<file path="src/rtl/mem_ctrl_mc.sv">
// mem_ctrl_mc: multi-channel cache-line memory controller.
// Requesters issue word-wide read/write transactions; the controller arbitrates
// a single winner, then moves a full host line (FILL_COUNT words) between the
// requester beat bus and the host line bus.
// Build option: define MEM_CTRL_MC_RR_EN for round-robin arbitration; when it is
// undefined, arbitration is fixed priority (lowest channel index wins).
module mem_ctrl_mc #(
    parameter int WORD_SIZE     = 64,
    parameter int CL_SIZE_WIDTH = 512,
    parameter int ADDR_BITCOUNT = 64,
    parameter int NUM_CH        = 2
) (
    input  logic                            clk,
    input  logic                            rst,
    input  logic                            host_init,
    input  logic                            host_rd_ready,
    input  logic                            host_wr_ready,
    input  logic [2*NUM_CH-1:0]             ch_op,
    input  logic [ADDR_BITCOUNT*NUM_CH-1:0] ch_raw_address,
    input  logic [ADDR_BITCOUNT-1:0]        address_offset,
    input  logic [WORD_SIZE*NUM_CH-1:0]     ch_wdata,
    input  logic [CL_SIZE_WIDTH-1:0]        host_data_bus_read_in,
    output logic [CL_SIZE_WIDTH-1:0]        host_data_bus_write_out,
    output logic [WORD_SIZE-1:0]            common_data_bus_write_out,
    output logic [ADDR_BITCOUNT-1:0]        corrected_address,
    output logic [NUM_CH-1:0]               ch_grant,
    output logic                            ready,
    output logic                            tx_done,
    output logic                            rd_valid,
    output logic                            wr_accept,
    output logic                            host_re,
    output logic                            host_we,
    output logic                            host_rgo,
    output logic                            host_wgo
);

    localparam int FILL_COUNT = CL_SIZE_WIDTH / WORD_SIZE;
    localparam int BEAT_W     = (FILL_COUNT > 1) ? $clog2(FILL_COUNT) : 1;
    localparam int IDX_W      = (NUM_CH > 1) ? $clog2(NUM_CH) : 1;
    localparam logic [BEAT_W-1:0] LAST_BEAT = BEAT_W'(FILL_COUNT - 1);

    typedef enum logic [2:0] {
        ST_STARTUP   = 3'd0,
        ST_IDLE      = 3'd1,
        ST_RD_HOST   = 3'd2,
        ST_RD_DRAIN  = 3'd3,
        ST_WR_FILL   = 3'd4,
        ST_WR_BUBBLE = 3'd5,
        ST_WR_HOST   = 3'd6
    } state_t;

    state_t                   state_q, state_d;
    logic [CL_SIZE_WIDTH-1:0] line_q, line_d;
    logic [BEAT_W-1:0]        beat_q, beat_d;
    logic [NUM_CH-1:0]        grant_q, grant_d;
    logic [ADDR_BITCOUNT-1:0] addr_q, addr_d;
    logic [IDX_W-1:0]         win_q, win_d;
`ifdef MEM_CTRL_MC_RR_EN
    logic [IDX_W-1:0]         rr_ptr_q, rr_ptr_d;
`endif

    logic [NUM_CH-1:0]        req_s;
    logic                     req_found_s;
    logic [IDX_W-1:0]         win_idx_s;
    logic [NUM_CH-1:0]        win_onehot_s;
    logic [ADDR_BITCOUNT-1:0] sel_addr_s;
    logic                     sel_wr_s;
    logic [WORD_SIZE-1:0]     own_wdata_s;
    logic [WORD_SIZE-1:0]     rd_word_s;

    logic                     ready_s, tx_done_s, rd_valid_s, wr_accept_s;
    logic                     host_re_s, host_we_s, host_rgo_s, host_wgo_s;
    logic [WORD_SIZE-1:0]     rd_data_s;

    // Request decode: op 01 (read) and 11 (write) both have bit 0 set; 00/10 are idle.
    always_comb begin
        req_s = {NUM_CH{1'b0}};
        for (int i = 0; i < NUM_CH; i++) begin
            req_s[i] = ch_op[2*i];
        end
    end

    // Arbiter: pick the first requesting channel in search order.
    always_comb begin
        int cand;
        req_found_s = 1'b0;
        win_idx_s   = {IDX_W{1'b0}};
        cand        = 0;
        for (int k = 0; k < NUM_CH; k++) begin
`ifdef MEM_CTRL_MC_RR_EN
            cand = (int'(rr_ptr_q) + 1 + k) % NUM_CH;
`else
            cand = k;
`endif
            if (!req_found_s && req_s[cand]) begin
                req_found_s = 1'b1;
                win_idx_s   = IDX_W'(cand);
            end else begin
                req_found_s = req_found_s;
            end
        end
    end

    // Winner-side data selection: one-hot grant, corrected address, op, and owner beat data.
    always_comb begin
        win_onehot_s = {NUM_CH{1'b0}};
        for (int i = 0; i < NUM_CH; i++) begin
            win_onehot_s[i] = (win_idx_s == IDX_W'(i));
        end
        sel_addr_s  = ch_raw_address[int'(win_idx_s)*ADDR_BITCOUNT +: ADDR_BITCOUNT] + address_offset;
        sel_wr_s    = ch_op[int'(win_idx_s)*2 + 1];
        own_wdata_s = ch_wdata[int'(win_q)*WORD_SIZE +: WORD_SIZE];
        rd_word_s   = line_q[int'(beat_q)*WORD_SIZE +: WORD_SIZE];
    end

    // Next-state and strobe decode for the transaction FSM and its datapath registers.
    always_comb begin
        state_d     = state_q;
        line_d      = line_q;
        beat_d      = beat_q;
        grant_d     = grant_q;
        addr_d      = addr_q;
        win_d       = win_q;
`ifdef MEM_CTRL_MC_RR_EN
        rr_ptr_d    = rr_ptr_q;
`endif
        ready_s     = 1'b0;
        tx_done_s   = 1'b0;
        rd_valid_s  = 1'b0;
        wr_accept_s = 1'b0;
        host_re_s   = 1'b0;
        host_we_s   = 1'b0;
        host_rgo_s  = 1'b0;
        host_wgo_s  = 1'b0;
        rd_data_s   = {WORD_SIZE{1'b0}};

        case (state_q)
            ST_STARTUP: begin
                if (host_init) begin
                    state_d = ST_IDLE;
                end else begin
                    state_d = ST_STARTUP;
                end
            end
            ST_IDLE: begin
                ready_s = 1'b1;
                if (req_found_s) begin
                    win_d   = win_idx_s;
                    grant_d = win_onehot_s;
                    addr_d  = sel_addr_s;
                    beat_d  = {BEAT_W{1'b0}};
`ifdef MEM_CTRL_MC_RR_EN
                    rr_ptr_d = win_idx_s;
`endif
                    state_d = sel_wr_s ? ST_WR_FILL : ST_RD_HOST;
                end else begin
                    state_d = ST_IDLE;
                end
            end
            ST_RD_HOST: begin
                ready_s    = 1'b1;
                host_rgo_s = 1'b1;
                if (host_rd_ready) begin
                    host_re_s = 1'b1;
                    line_d    = host_data_bus_read_in;
                    beat_d    = {BEAT_W{1'b0}};
                    state_d   = ST_RD_DRAIN;
                end else begin
                    state_d   = ST_RD_HOST;
                end
            end
            ST_RD_DRAIN: begin
                ready_s    = 1'b1;
                rd_valid_s = 1'b1;
                rd_data_s  = rd_word_s;
                if (beat_q == LAST_BEAT) begin
                    tx_done_s = 1'b1;
                    beat_d    = {BEAT_W{1'b0}};
                    grant_d   = {NUM_CH{1'b0}};
                    state_d   = ST_IDLE;
                end else begin
                    beat_d    = beat_q + 1'b1;
                end
            end
            ST_WR_FILL: begin
                ready_s     = 1'b1;
                wr_accept_s = 1'b1;
                line_d[int'(beat_q)*WORD_SIZE +: WORD_SIZE] = own_wdata_s;
                if (beat_q == LAST_BEAT) begin
                    beat_d  = {BEAT_W{1'b0}};
                    state_d = ST_WR_BUBBLE;
                end else begin
                    beat_d  = beat_q + 1'b1;
                end
            end
            ST_WR_BUBBLE: begin
                // One quiet cycle between the last accepted beat and the host write.
                ready_s = 1'b1;
                state_d = ST_WR_HOST;
            end
            ST_WR_HOST: begin
                ready_s    = 1'b1;
                host_wgo_s = 1'b1;
                if (host_wr_ready) begin
                    host_we_s = 1'b1;
                    tx_done_s = 1'b1;
                    grant_d   = {NUM_CH{1'b0}};
                    state_d   = ST_IDLE;
                end else begin
                    state_d   = ST_WR_HOST;
                end
            end
            default: begin
                state_d = ST_STARTUP;
            end
        endcase
    end

    // State and datapath registers with synchronous reset.
    always_ff @(posedge clk) begin
        if (rst) begin
            state_q  <= ST_STARTUP;
            line_q   <= {CL_SIZE_WIDTH{1'b0}};
            beat_q   <= {BEAT_W{1'b0}};
            grant_q  <= {NUM_CH{1'b0}};
            addr_q   <= {ADDR_BITCOUNT{1'b0}};
            win_q    <= {IDX_W{1'b0}};
`ifdef MEM_CTRL_MC_RR_EN
            rr_ptr_q <= IDX_W'(NUM_CH - 1);
`endif
        end else begin
            state_q  <= state_d;
            line_q   <= line_d;
            beat_q   <= beat_d;
            grant_q  <= grant_d;
            addr_q   <= addr_d;
            win_q    <= win_d;
`ifdef MEM_CTRL_MC_RR_EN
            rr_ptr_q <= rr_ptr_d;
`endif
        end
    end

    // Outputs are forced low while reset is asserted, even before the first edge.
    assign host_data_bus_write_out   = rst ? {CL_SIZE_WIDTH{1'b0}} : line_q;
    assign common_data_bus_write_out = rst ? {WORD_SIZE{1'b0}} : rd_data_s;
    assign corrected_address         = rst ? {ADDR_BITCOUNT{1'b0}} : addr_q;
    assign ch_grant                  = rst ? {NUM_CH{1'b0}} : grant_q;
    assign ready                     = ~rst & ready_s;
    assign tx_done                   = ~rst & tx_done_s;
    assign rd_valid                  = ~rst & rd_valid_s;
    assign wr_accept                 = ~rst & wr_accept_s;
    assign host_re                   = ~rst & host_re_s;
    assign host_we                   = ~rst & host_we_s;
    assign host_rgo                  = ~rst & host_rgo_s;
    assign host_wgo                  = ~rst & host_wgo_s;

endmodule

</file>
<file path="config.mk">
export PLATFORM = sky130hd
export DESIGN_NAME = mem_ctrl_mc
export DESIGN_NICKNAME = d
export VERILOG_FILES = /design/src/rtl/mem_ctrl_mc.sv
export SDC_FILE = /design/constraint.sdc
export NUM_CORES = 2
export LEC_CHECK = 0
export BUFFER_PORTS_ARGS = -buffer_cell sky130_fd_sc_hd__clkbuf_2
export CORE_AREA = 5 5 577 579
export CTS_BUF_LIST = sky130_fd_sc_hd__clkbuf_16
export DETAILED_ROUTE_END_ITERATION = 10
export DIE_AREA = 0 0 582 584
export GPL_TIMING_DRIVEN = 1
export SLEW_MARGIN = 10
export SYNTH_ARGS = -nofsm -noshare
export SYNTH_HDL_FRONTEND = slang
export SYNTH_SLANG_ARGS = --single-unit
</file>
<file path="constraint.sdc">
create_clock -name clk -period 5.05 [get_ports clk]
set_input_delay 0 -clock clk [delete_from_list [all_inputs] [get_ports clk]]
set_output_delay 0 -clock clk [all_outputs]
set_load 0.01 [all_outputs]
</file>
Word-level counts from Yosys, hierarchy flattened --
Index checks and enable logic that the tools add are counted.
Cells by class: equal/unequal tests 12, add/sub/neg operators 4, $lt $le $gt $ge 1, multiplexer cells 41, reduce and logical (&&, ||, !) cells 13, shifts and indexed selects 5, bitwise operators 10
Operators with widths (number):
- 2-to-1 mux 512 bit | 2
- one-hot mux 512 bit (2 select lines) | 1
- bitwise mux 512 bit | 1
- variable shift 64 x 33 -> 512 bit, first input constant | 1
- variable part select 512 x 10 -> 64 bit | 1
- variable part select 64 x 33 -> 512 bit | 1
- variable part select 128 x 8 -> 64 bit | 2
- 2-to-1 mux 64 bit | 3
- adder 64 bit | 1
- negator 9 -> 33 bit | 1
- 2-to-1 mux 3 bit | 8
- one-hot mux 3 bit (7 select lines) | 1
- 2-to-1 mux 1 bit | 17
- equality test 3 bit, second input constant | 4
- inequality test 2 bit, second input constant | 5
- one-hot mux 3 bit (3 select lines) | 1
- bitwise AND 1 bit | 8
- 2-to-1 mux 2 bit | 4
- equality test 3 x 2 -> 1 bit, second input constant | 2
- one-hot mux 2 bit (3 select lines) | 1
- AND reduction 2 bit | 3
- nonzero test 3 bit | 2
- OR reduction 6 bit | 1
- AND reduction 4 bit | 1
- 13 further kinds | 14
Word-level totals: input port bits 841, bits in registers 585

Logic depth before layout (Yosys ltp) --
depth after elaboration 11, gate-level depth with buffers 17, depth with buffers taken out 15

Worst setup path after synthesis --
OpenSTA, ideal clock, no wires.
path kind input port to flip-flop, start in ch_op[2], end reg addr_q[60], arrival time 3.625 ns, buffers on the path 2, slack 1.308 ns, required time 4.933 ns, library setup time 0.117 ns, stages on the path 17, cell sequence nor2b_1 > clkbuf_1 > clkbuf_1 > mux2_2 > ha_1 > inv_1 > fa_1 > or2b_1 > a21oi_1 > o21ai_2 > a21oi_4 > o2111ai_2 > a2111oi_4 > o211ai_2 > a21oi_2 > o21ai_1 > a32o_1
Between the ends: cells in the longest elaborated chain, start to end 4, elaborated cells on any way between the ends 6, classes of those cells add/sub: 1; shift: 1; mux: 2; reduce/logical: 2
RTL lines:
- start: declaration | line 18 | input logic [2*NUM_CH-1:0] ch_op,
- logical AND 1 bit * | line 95 | if (!req_found_s && req_s[cand]) begin
- 2-to-1 mux 1 bit | line 95
- variable part select 128 x 8 -> 64 bit | line 110 | sel_addr_s = ch_raw_address[int'(win_idx_s)*ADDR_BITCOUNT +: ADDR_BITCOUNT] + address_offset;
- adder 64 bit | line 110
- end signal: assignment | line 226 | addr_q <= {ADDR_BITCOUNT{1'b0}};
- end signal: assignment | line 236 | addr_q <= addr_d;
- end: declaration | line 56 | logic [ADDR_BITCOUNT-1:0] addr_q, addr_d;
Mark *: on every way between the ends. The rest lies on a longest branch, timed or not. A chain may end at the register's enable or synchronous reset.

Final worst setup path --
Same ends and word-level chain as after synthesis.

==> flow_summary.ini <==
[detailed_routing]
via_count = 51600
drtIter0Drc = 6503
routed_wl_um = 375300
wirelength_met1_um = 146600
dr.max_layer_used = met5
ant_nets = 0
wl_met3_um = 54310
drc = 0
wl_met2_um = 148700
drtPass1Iterations = 6
avgRoutedWirePerCell_um = 31.86
post_drt_via_cell_ratio = 4.380

[grt]
grt_pass1_vias = 49480
grt_max_degree = 188
grt_pass1_wl_um = 480300
track_usage = 0.2085
grt_antenna_before_repair = 122
grt.overflow.total = 0

[die]
start_util = 0.1136
dieArea_sq_um = 339900
pin_count = 1491
die_w_um = 582
rows = 210
die_h_um = 584
core_area_sq_um = 326600

[sta]
fmax_mhz = 223.3
fin_skew_ns = 0.02516
min_period_ns = 4.479
tns_ns = 0
fin_crit_sh = 0.8869
final_hold_viol_count = 0
relSlewSlack = 0.009571
setup_viol = 0
worst_pin_slew_ns = 1.474
setup_ws_ns = 0.5711
final_max_slew_viol_count = 0
rsz0062_at_grt = no

[final_layout]
fillers = 36480
drive_gt1_frac = 0.2734
nets = 8216
area_growth_pct = 72.31

[status]
violations = max-capacitance violations
status = finished with violations

[clocking]
clk_path_buf_depth = 4
numCtsBuffers = 83
clock_sinks = 585
post_cts_resized = 0
cts_tree = done
postCtsSetupBuffers = 0
clk_latency_ns = 0.77
cts-htree-levels = 3
cts-root-buf = clkbuf_16
clkTransAtPathRegs_ns = 0.06

[power_and_ir_drop]
power.total_uw = 16250
leakage_uw = 0.02549
power.density_nw_per_um2 = 254.3
ir_drop_v = 0.0001895

[yosys]
synth.distinct_cells = 81
async_flop_share = 0
avgSynthCellArea_sq_um = 7.571
synth-main-ff-cell = dfxtp_1
syn_nets = 5817
ys_seq_elements = 585
synth_edf_count = 0
ys_warn_count = 0
netlist_area_sq_um = 37090
yosysSeqAreaShare = 0.3158
syn_inst = 4899

[critical_path]
crit_chain = dlygate4sd3_1 > clkbuf_2 > nor2b_4 > buf_4 > mux2_2 > ha_1 > a21oi_1 > o21ai_0 > nand4_1 > nand3_1 > o2111ai_2 > a2111oi_4 > o211ai_2 > a21oi_2 > or3_1 > dlygate4sd3_1 > a32o_1
path_class = input pin to register
cpPeakStageDelay_ns = 0.56
worstReg2RegStart = beat_q[1]$_SDFFE_PP0P_
crit_fanout = 18
crit_top_cell = dlygate4sd3_1
required_ns = 5.69
r2r_cells = 10
cp_data_arrival_time_ns = 5.12
crit_slowest_cell = dlygate4sd3_1
cp-start-kind = input pin
cp-end-kind = register
cp-startpoint = ch_op[2]

[place]
gp_congestion = 1.002
io_buffers = 1490
dpl.hpwl_um = 301100
dp_slack_ns = 0.8811

[job]
drv_cap = 1

[worst_hold_path]
worst_hold_path.num_cells = 4
holdCritPathClass = input pin to register
worstHoldStart = ch_wdata[9]
[cells in the final DEF (no fill, tap or decap), types with 128 or more instances in the layout]
| cell type | synthesis | final |
|---|---|---|
| nand2_1 | 1158 | 1155 |
| dfxtp_1 | 585 | 581 |
| mux4_2 | 128 | 128 |
| a211oi_1 | 134 | 134 |
| clkbuf_2 | 0 | 1489 |
| nor2b_1 | 586 | 585 |
| nand3_1 | 400 | 398 |
| nor2_1 | 196 | 190 |
| a31oi_1 | 390 | 390 |
| dlygate4sd3_1 | 0 | 1182 |
| o21ai_0 | 174 | 174 |
| a21oi_1 | 197 | 191 |
[cells by family after synthesis]
group,Yosys count,share of synthesized area
AOI/OAI and AO/OA,1032,0.1752
adders and majority gates,77,0.02618
xor gates and xnor gates,56,0.01322
and+or+nand+nor,2422,0.3044
buffers and inverters,470,0.04838
muxes,257,0.1168
DFF,585,0.3158
[critical path, delay by kind of cell]
family | cells | cell delay, ns
compound gates | 7 | 1.62
buf+inv | 4 | 1.60
mux | 1 | 0.37
simple gates | 4 | 1.14
fa+ha+maj | 1 | 0.37
[layer usage]
metal / up-vias / global-route usage
li1: 22020 / -
met1: 24850 / 0.2504
met2: 3858 / 0.2975
met3: 813 / 0.1096
met4: 62 / 0.1099
met5: - / 0.01555
[state kept, by name, summed over array words and instances (netlist names)]
| register | count |
|---|---|
| beat_q | 3 |
| grant_q | 2 |
| state_q | 3 |
| addr_q | 64 |
| win_q | 1 |
| line_q | 512 |
[synth_stat cells (12+ instances only)]
library cell,n,area share
a211oi_1,134,0.027
a21o_1,36,0.0073
a21oi_1,197,0.027
a31oi_1,390,0.066
buf_1,26,0.0026
clkbuf_1,405,0.041
dfxtp_1,585,0.32
ha_1,76,0.026
inv_1,26,0.0026
mux2_2,127,0.039
mux4_2,128,0.078
nand2_1,1158,0.12
nand2b_1,12,0.0020
nand3_1,400,0.054
nand4_1,19,0.0032
nor2_1,196,0.020
nor2b_1,586,0.099
nor3_1,13,0.0018
o21ai_0,174,0.023
o21bai_1,13,0.0026
xnor2_1,36,0.0085
xor2_1,20,0.0047
[path summary, 6_finish.rpt]
check	endpoint	slack (ns)
max	addr_q[60]$_SDFFE_PP0P_	0.57
min	line_q[393]$_SDFFE_PP0P_	0.02
max reg2reg	line_q[178]$_SDFFE_PP0P_	0.67
min reg2reg	addr_q[5]$_SDFFE_PP0P_	0.45
[power breakdown]
part	switching [uW]	total, uW	internal (uW)
Clock	2600	5780	3190
Sequential	407	5340	4940
Combinational	3050	5120	2070
Total	6050	16200	10200
[per-stage QoR]
step           hold WS (ns)  area [sq um]  std cells    util
2_1_floorplan        0.1410         37090       4899       -
3_3_place_gp         0.2331         49360      10380  0.1511
3_5_place_dp         0.2373         49360      10380  0.1511
4_1_cts           0.0001221         63710      11700  0.1951
5_1_grt             0.03254         63780      11730  0.1953
6_report            0.02373         63910      11780  0.1957
[final cells by class]
cell class,instances,area (sq um),share of cell area
antenna,77,192.7,0.003015
sequential,585,11730,0.1835
clock buffer,84,2102,0.03289
multi-input combinational,3844,23790,0.3723
timing repair buffer,2758,20130,0.3150
clock inverter,59,421.7,0.006598
inverter,26,102.6,0.001605
tap,4346,5438,0.08509
[repair_timing]
item | 4_1_cts | 5_1_grt
hold endpoints to repair | 582 | 0
setup endpoints to repair | 0 | 0
hold buffers | 1182 | 0
Power figures use the tool's default switching activity.
